<file path="src/rtl/sdram_request_scheduler.sv">
// Shares one SDRAM port between NUM_REQ ROM requesters and the IOCTL download path, tagging
// acked reads in order. Define ARB_FIXED_PRIORITY_EN for fixed lowest-index-wins arbitration.
module sdram_request_scheduler #(
  parameter int unsigned NUM_REQ     = 5,
  parameter int unsigned ADDR_WIDTH  = 23,
  parameter int unsigned DATA_WIDTH  = 32,
  parameter int unsigned MAX_PENDING = 4
) (
  input  logic                          clk,
  input  logic                          reset,
  input  logic [NUM_REQ-1:0]            req,
  input  logic [NUM_REQ*ADDR_WIDTH-1:0] req_addr,
  output logic [NUM_REQ-1:0]            req_ack,
  output logic [NUM_REQ-1:0]            req_valid,
  input  logic                          dl_active,
  input  logic                          dl_req,
  input  logic [ADDR_WIDTH-1:0]         dl_addr,
  input  logic [DATA_WIDTH-1:0]         dl_data,
  input  logic                          dl_we_en,
  output logic [ADDR_WIDTH-1:0]         sdram_addr,
  output logic [DATA_WIDTH-1:0]         sdram_data,
  output logic                          sdram_we,
  output logic                          sdram_req,
  input  logic                          sdram_ack,
  input  logic                          sdram_valid,
  output logic [$clog2(MAX_PENDING):0]  pending_count,
  output logic                          err_orphan
);
  localparam int unsigned IdxW = (NUM_REQ > 1) ? $clog2(NUM_REQ) : 1;
  localparam int unsigned PtrW = $clog2(MAX_PENDING);
  localparam int unsigned CntW = PtrW + 1;

  typedef enum logic [1:0] {StIdle, StIssue, StDownload} state_e;

  state_e                state_q, state_d;
  logic [IdxW-1:0]       grant_q, grant_d;
  logic [IdxW-1:0]       last_grant_q, last_grant_d;
  logic [ADDR_WIDTH-1:0] addr_q, addr_d;
  logic [IdxW-1:0]       tag_mem [MAX_PENDING];
  logic [PtrW-1:0]       wr_ptr_q, rd_ptr_q;
  logic [CntW-1:0]       count_q, count_d;
  logic                  err_q;

  logic                  win_found;
  logic [IdxW-1:0]       win_idx;
  logic [ADDR_WIDTH-1:0] win_addr;
  logic                  fifo_full, fifo_empty, push, pop;
  logic [NUM_REQ-1:0]    one;

  assign one        = {{(NUM_REQ-1){1'b0}}, 1'b1};
  assign fifo_empty = (count_q == '0);
  assign fifo_full  = (count_q == CntW'(MAX_PENDING));
  assign push       = (state_q == StIssue) && sdram_ack;
  assign pop        = sdram_valid && !fifo_empty;

  always_comb begin
    win_found = 1'b0;
    win_idx   = '0;
`ifdef ARB_FIXED_PRIORITY_EN
    for (int i = NUM_REQ - 1; i >= 0; i--) begin
      if (req[IdxW'(i)]) begin
        win_found = 1'b1;
        win_idx   = IdxW'(i);
      end
    end
`else
    // Search starts just above the previous winner and wraps.
    for (int unsigned k = 1; k <= NUM_REQ; k++) begin
      logic [IdxW-1:0] cand;
      cand = IdxW'((32'(last_grant_q) + k) % NUM_REQ);
      if (!win_found && req[cand]) begin
        win_found = 1'b1;
        win_idx   = cand;
      end
    end
`endif
  end

  always_comb begin
    win_addr = '0;
    for (int unsigned i = 0; i < NUM_REQ; i++) begin
      if (win_idx == IdxW'(i)) win_addr = req_addr[i*ADDR_WIDTH +: ADDR_WIDTH];
    end
  end

  always_comb begin
    state_d      = state_q;
    grant_d      = grant_q;
    last_grant_d = last_grant_q;
    addr_d       = addr_q;
    unique case (state_q)
      StIdle: begin
        if (dl_active) begin
          state_d = StDownload;
        end else if (win_found && !fifo_full) begin
          grant_d = win_idx;
          addr_d  = win_addr;
          state_d = StIssue;
        end
      end
      StIssue: begin
        if (sdram_ack) begin
          last_grant_d = grant_q;
          state_d      = StIdle;
        end
      end
      StDownload: begin
        if (!dl_active && fifo_empty) state_d = StIdle;
      end
      default: state_d = StIdle;
    endcase
  end

  always_comb begin
    count_d = count_q;
    if (push && !pop) begin
      count_d = count_q + 1'b1;
    end else if (pop && !push) begin
      count_d = count_q - 1'b1;
    end
  end

  always_comb begin
    sdram_req  = (state_q == StIssue);
    sdram_addr = addr_q;
    sdram_data = '0;
    sdram_we   = 1'b0;
    if (state_q == StDownload) begin
      sdram_req  = dl_req;
      sdram_addr = dl_addr;
      sdram_data = dl_data;
      sdram_we   = dl_we_en;
    end
  end

  assign req_ack       = push ? (one << grant_q) : '0;
  assign req_valid     = pop ? (one << tag_mem[rd_ptr_q]) : '0;
  assign pending_count = count_q;
  assign err_orphan    = err_q;

  always_ff @(posedge clk or posedge reset) begin
    if (reset) begin
      state_q      <= StIdle;
      grant_q      <= '0;
      last_grant_q <= IdxW'(NUM_REQ - 1);
      addr_q       <= '0;
    end else begin
      state_q      <= state_d;
      grant_q      <= grant_d;
      last_grant_q <= last_grant_d;
      addr_q       <= addr_d;
    end
  end

  always_ff @(posedge clk or posedge reset) begin
    if (reset) begin
      wr_ptr_q <= '0;
      rd_ptr_q <= '0;
      count_q  <= '0;
      err_q    <= 1'b0;
      for (int i = 0; i < MAX_PENDING; i++) tag_mem[i] <= '0;
    end else begin
      count_q <= count_d;
      if (push) begin
        tag_mem[wr_ptr_q] <= grant_q;
        wr_ptr_q          <= wr_ptr_q + 1'b1;
      end
      if (pop) rd_ptr_q <= rd_ptr_q + 1'b1;
      if (sdram_valid && fifo_empty) err_q <= 1'b1;
    end
  end

endmodule
</file>
<file path="config.mk">
export PLATFORM = sky130hd
export DESIGN_NAME = sdram_request_scheduler
export DESIGN_NICKNAME = d
export VERILOG_FILES = /design/src/rtl/sdram_request_scheduler.sv
export SDC_FILE = /design/constraint.sdc
export NUM_CORES = 1
export LEC_CHECK = 0
export BUFFER_PORTS_ARGS = -buffer_cell sky130_fd_sc_hd__buf_2
export CAP_MARGIN = 20
export CELL_PAD_IN_SITES_DETAIL_PLACEMENT = 0
export CELL_PAD_IN_SITES_GLOBAL_PLACEMENT = 1
export CORE_MARGIN = 4
export CORE_UTILIZATION = 30
export DETAILED_ROUTE_END_ITERATION = 12
export MAX_ROUTING_LAYER = met4
export PLACE_DENSITY_LB_ADDON = 0.1
export SYNTH_ARGS = -nofsm -noshare
export SYNTH_HDL_FRONTEND = slang
export SYNTH_SLANG_ARGS = --single-unit
</file>
<file path="constraint.sdc">
create_clock -name clk -period 5.5 [get_ports clk]
set_clock_uncertainty 0.1 [all_clocks]
set_input_delay 0.275 -clock clk [delete_from_list [all_inputs] [get_ports clk]]
set_output_delay 0.275 -clock clk [all_outputs]
set_load 0.02 [all_outputs]
</file>
# After elaboration in Yosys (flattened, before gate mapping)
# Cells that the tools add are included.
classes:
  add_sub_neg: 9
  div: 5
  order_cmp: 8
  n_eq_ne: 10
  n_shift: 2
  mux: 44
  n_bitwise: 3
  reduce_logical: 28
op_table:
  columns: ["cell", "n"]
  rows:
  - ["$mod A32 B3 Y32 const B", 5]
  - ["$mux W23", 6]
  - ["$mux W32", 1]
  - ["$mux W3", 10]
  - ["$lt A3 B4 Y1 const B", 5]
  - ["$bmux W1 S3", 5]
  - ["$bwmux W12", 1]
  - ["$logic_and A1 B1 Y1", 12]
  - ["$mux W1", 12]
  - ["$mux W5", 2]
  - ["$shl A1 B3 Y5 const A", 2]
  - ["$logic_not A1 Y1", 9]
  - ["$add A3 B2 Y4 const B", 2]
  - ["$add A3 B3 Y4 const B", 2]
  - ["$mux W2", 4]
  - ["$bmux W3 S2", 1]
  - ["$demux W3 S2", 1]
  - ["$eq A3 B2 Y1 const B", 2]
  - ["$eq A3 B3 Y1 const B", 2]
  - ["$ge A3 B3 Y1 const B", 2]
  - ["$logic_not A3 Y1", 2]
  - ["$not A2 Y3", 2]
  - ["$pmux W2 S3", 1]
  - ["$reduce_and A3 Y1", 2]
  - ["14 further kinds", 16]
totals:
  reg_bits: 51
  in_bits: 182
  word_cells: 121

# Depth between registers and ports, before layout
logic_depth:
  ltp_word: 23
  mapped_depth: 24

# Worst setup path after synthesis
# Ideal clock, no wire load.
synth_path:
  path_type: "register to register"
  start: "reg last_grant_q[2]"
  end: "reg addr_q[1]"
  setup_ps: 94
  arrival_time_ps: 4981
  t_required_ps: 5306
  slack_ps: 325
  stages_incl_launch_ff: 24
  path_buffers: 5
  synth_period_minus_slack_ps: 5175
  path_cell_list: "dfstp_2 > buf_6 > inv_1 > ha_1 > clkbuf_1 > o21a_1 > clkbuf_1 > a21oi_1 > xnor2_1 > ha_1 > fa_1 > a21bo_2 > clkbuf_1 > nor3_1 > a311o_1 > a21oi_1 > nand2_1 > and4bb_1 > o221a_4 > a22oi_1 > a22oi_1 > and2b_4 > buf_4 > a221oi_2"
synth_via:
  elab_chain_cells: 23
  elab_cells_between_ends: 50
  cone_classes: "add/sub (5); div (5); eq/ne (4); mux (25); reduce/logical (11)"
synth_rtl:
  columns: ["element", "line", "text"]
  rows:
  - ["start: declaration", "37", "logic [IdxW-1:0] last_grant_q, last_grant_d;"]
  - ["start signal: assignment", "145", "last_grant_q <= IdxW'(NUM_REQ - 1);"]
  - ["start signal: assignment", "150", "last_grant_q <= last_grant_d;"]
  - ["$add A3 B1 Y4", "70", "cand = IdxW'((32'(last_grant_q) + k) % NUM_REQ);"]
  - ["$mod A32 B3 Y32", "70", null]
  - ["$bmux W1 S3", "71", "if (!win_found && req[cand]) begin"]
  - ["$mux W1 (not written as such)", "71", null]
  - ["$mux W1", "71", null]
  - ["$logic_not A1 Y1", "71", null]
  - ["$logic_and A1 B1 Y1", "71", null]
  - ["$mux W1", "71", null]
  - ["[3 not listed]", null, null]
  - ["$logic_not A1 Y1", "71", null]
  - ["$logic_and A1 B1 Y1", "71", null]
  - ["$mux W1", "71", null]
  - ["$logic_not A1 Y1", "71", null]
  - ["$logic_and A1 B1 Y1", "71", null]
  - ["$mux W3", "71", null]
  - ["$logic_not A3 Y1", "82", "if (win_idx == IdxW'(i)) win_addr = req_addr[i*ADDR_WIDTH +: ADDR_WIDTH];"]
  - ["$mux W23 (5 in series)", "82", null]
  - ["end signal: assignment", "151", "addr_q <= addr_d;"]
  - ["end: declaration", "38", "logic [ADDR_WIDTH-1:0] addr_q, addr_d;"]
# Several ways; a longest one is shown, not always the timed one. The select of a mux whose other input is x is not followed.
# A chain may end at the register's enable or synchronous reset.

# Worst setup path after layout
layout_path:
  start: "reg last_grant_q[1]"
  end: "reg addr_q[19]"
# The elaborated chain is that of the path after synthesis.

==> summary.md <==
| Metric | Value |
|---|---|
| Top cells by count, synth | mux2i_1, dfrtp_1, nand2_1 |
| Register area share after synthesis | 0.237 |
| Final WL | 20800 µm |
| CP delay by family, top | simple AND/OR/NAND/NOR gates |
| Setup slack, reg-to-reg | 380 ps |
| Slew Limit Fails | 0 |
| Post-DRT Antenna Nets | 0 |
| Synth Flop Type | dfrtp_1 |
| Initial Util | 0.309 |
| Hold Startpoint | dl_active |
| Root buffer cell | clkbuf_16 |
| Avg Cell Area, Syn | 9.22 µm² |
| Pin count of the biggest net entering global routing | 58 |
| Synth Cell Area | 0.00538 mm² |
| Number of distinct library cells after synthesis | 78 |
| Die Y | 142 µm |
| Worst Path Buf+Inv | 1 |
| Hold EP | state_q[1]$_DFFE_PP0P_ |
| Fraction of registers with async set/reset | 1.00 |
| Setup crit end kind | flop |
| IO Port Bufs | 252 |
| Router iterations before antenna repair | 4 |
| Max Cap Viol | 0 |
| Routability cong. | 0.939 |
| Reg clk slew, reported paths | 70 ps |
| Met2 routed WL | 10300 µm |
| First-pass GRT wire length | 31800 µm |
| Total negative slack | 0 ps |
| Wire length on met3 | 942 µm |
| Width of the die | 142 µm |
| Cell mode on critical path | ha_1 |
| DRC violations left | 0 |
| Largest area contributor in the netlist | dfrtp_1 |
| Worst setup SP type | flop |
| CTS Buffer Depth | 2 |
| RR Startpoint | last_grant_q[1]$_DFFE_PP0P_ |
| Dpl hpwl | 17200 µm |
| Vias in the first global route | 5869 |
| TritonCTS Sinks | 51 |
| Final setup vio count | 0 |
| Relative slew slack | 0.465 |
| Nets | 1050 |
| Hold Violations, Final | 0 |
| Status | finished, final reports clean |
| Initial antenna violation count | 2 |
| Layout area overhead | 33.1% |
| Slowest cell on crit path | dfrtp_1 |
| Post-synth EDFFs | 0 |
| Top cell type's share of synthesized area | 0.232 |
| Via count | 5573 |
| Wirelength per Cell | 19.6 µm |
| Ratio of final minimum period to clock period | 0.930 |
| Most numerous cell in the Yosys netlist | mux2i_1 |
| Worst EP arrival | 5160 ps |
| Setup Fix Bufs, Post-CTS | 0 |
| Critical path fanouts, max | 24 |
| Maximum clock frequency | 0.195 GHz |
| Worst skew pair latency | 290 ps |
| Area contributors post-synth | dfrtp_1, mux2i_1, ha_1 |
| Crit path required time | 5550 ps |
| Critical R2R Capture | addr_q[19]$_DFFE_PP0P_ |
| Post-Syn Instances | 584 |
| Minimum clock period | 5120 ps |
| Slowest stage delay, CP | 410 ps |
| Layout cell share with drive strength beyond 1 | 0.436 |
| Worst R2R Path Depth | 18 |
| Io pins | 253 |
| Die area | 0.0201 mm² |
| Slew @ Worst Pin | 803 ps |
| CTS tree | built |
| CP Class | reg2reg |
| Worst Hold Depth | 3 |
| Initial DRC Count | 330 |
| Synth Warn # | 0 |
| Total Routing Usage GR | 0.203 |
| Core area | 0.0174 mm² |
| Cells along the critical path | inv_1 > ha_1 > ha_1 > nor2_1 > a21oi_1 > xnor2_1 > ha_1 > nand2b_1 > and4b_1 > a221o_2 > mux2i_1 > nor3_1 > and4bb_1 > o221a_4 > a221oi_1 > and2_4 > and2_4 > a221oi_1 |
| Synth Register Bits | 51 |
| Syn_nets | 801 |
| Tightest Hold Check Type | in2reg |
| Row cnt | 48 |
| Top routing layer in use | met4 |
| GRT overflow | 0 |
| RSZ-0062 raised after global routing | false |
| Met1 Wirelength | 9210 µm |
| Vias per Instance | 5.24 |
| CTS H-tree lvls | 2 |
| Cts bufs inserted | 5 |
-- tightest hold or removal path: stages --
cell and delay (ps):
buf_2 90, a21oi_1 40, nor2_1 70
-- metal layers --
| metal | up-vias | global-route usage |
|---|---|---|
| li1 | 2693 | - |
| met4 | 0 | 0.0485 |
| met1 | 2668 | 0.262 |
| met2 | 189 | 0.336 |
| met3 | 23 | 0.0329 |
| met5 | - | - |
-- registers in the layout (all words and copies together), names as in the netlist --
name,cells
pending_count,3
tag_mem,12
last_grant_q,3
addr_q,23
err_orphan,1
grant_q,3
wr_ptr_q,2
state_q,2
rd_ptr_q,2
-- area by class of cell --
type / count / area, µm²
fill: 1807 / 10300
multi-input combinational: 471 / 3830
timing repair buffer: 275 / 1500
sequential: 51 / 1280
tap: 225 / 282
clock buffer: 7 / 153
inverter: 29 / 109
antenna: 4 / 10.0
clock inverter: 1 / 7.51
-- layout by cell type, fill, tap and decap left out, drive strengths merged, types with 6 or more instances in the layout --
master,synthesis,layout
nor2b,6,6
nor4,10,10
dfrtp,50,50
nand2b,10,10
and2,39,39
clkbuf,14,7
buf,19,274
o21ai,27,27
mux2i,56,56
a221oi,26,26
a21oi,19,19
nand3,7,7
nand2,42,42
ha,33,33
nor3,8,8
xnor2,13,13
nor2,29,29
mux2,32,32
o22ai,26,26
inv,29,29
-- metrics by stage --
step / util / cells / setup slack, ps / cell area, µm² / hold WS (ps)
3_3_place_gp: 0.398 / 1048 / 288 / 6930 / 356
3_5_place_dp: 0.399 / 1049 / 77.2 / 6950 / 244
6_report: 0.411 / 1063 / 384 / 7160 / 126
2_1_floorplan: - / 584 / 325 / 5380 / 302
4_1_cts: 0.409 / 1058 / 72.3 / 7120 / 123
5_1_grt: 0.411 / 1061 / 26.3 / 7160 / 138
-- repair_timing --
item                                   4_1_cts  5_1_grt
gates resized for setup                      0        6
hold buffers                                 1        0
setup endpoints to repair                    0       24
endpoints found under the hold margin       20        0
-- cells by family (layout without fill, tap and decap cells) --
family,after synthesis,count (layout),synth area share
other cells,0,4,0
simple gates,175,175,0.175
buf+inv,62,312,0.0556
compound gates,153,153,0.231
mux,92,92,0.188
fa+ha+maj,35,35,0.0841
flops,51,51,0.237
xor+xnor,16,16,0.0288
-- how the worst max path moves through the flow --
stage | slack [ps] | to | cells past startpoint | startpoint
floorplan | 320 | addr_q[1]$_DFFE_PP0P_ | 23 | last_grant_q[2]$_DFFE_PP1P_
global placement | 290 | addr_q[20]$_DFFE_PP0P_ | 19 | last_grant_q[2]$_DFFE_PP1P_
detailed placement | 80 | addr_q[19]$_DFFE_PP0P_ | 19 | last_grant_q[2]$_DFFE_PP1P_
CTS | 70 | addr_q[19]$_DFFE_PP0P_ | 19 | last_grant_q[2]$_DFFE_PP1P_
global route | 30 | addr_q[20]$_DFFE_PP0P_ | 17 | last_grant_q[1]$_DFFE_PP0P_
finish | 380 | addr_q[19]$_DFFE_PP0P_ | 18 | last_grant_q[1]$_DFFE_PP0P_
Power is left out: the tool's default activity adds up to more than one toggle a clock period on the data nets, which glitch-free logic cannot reach.
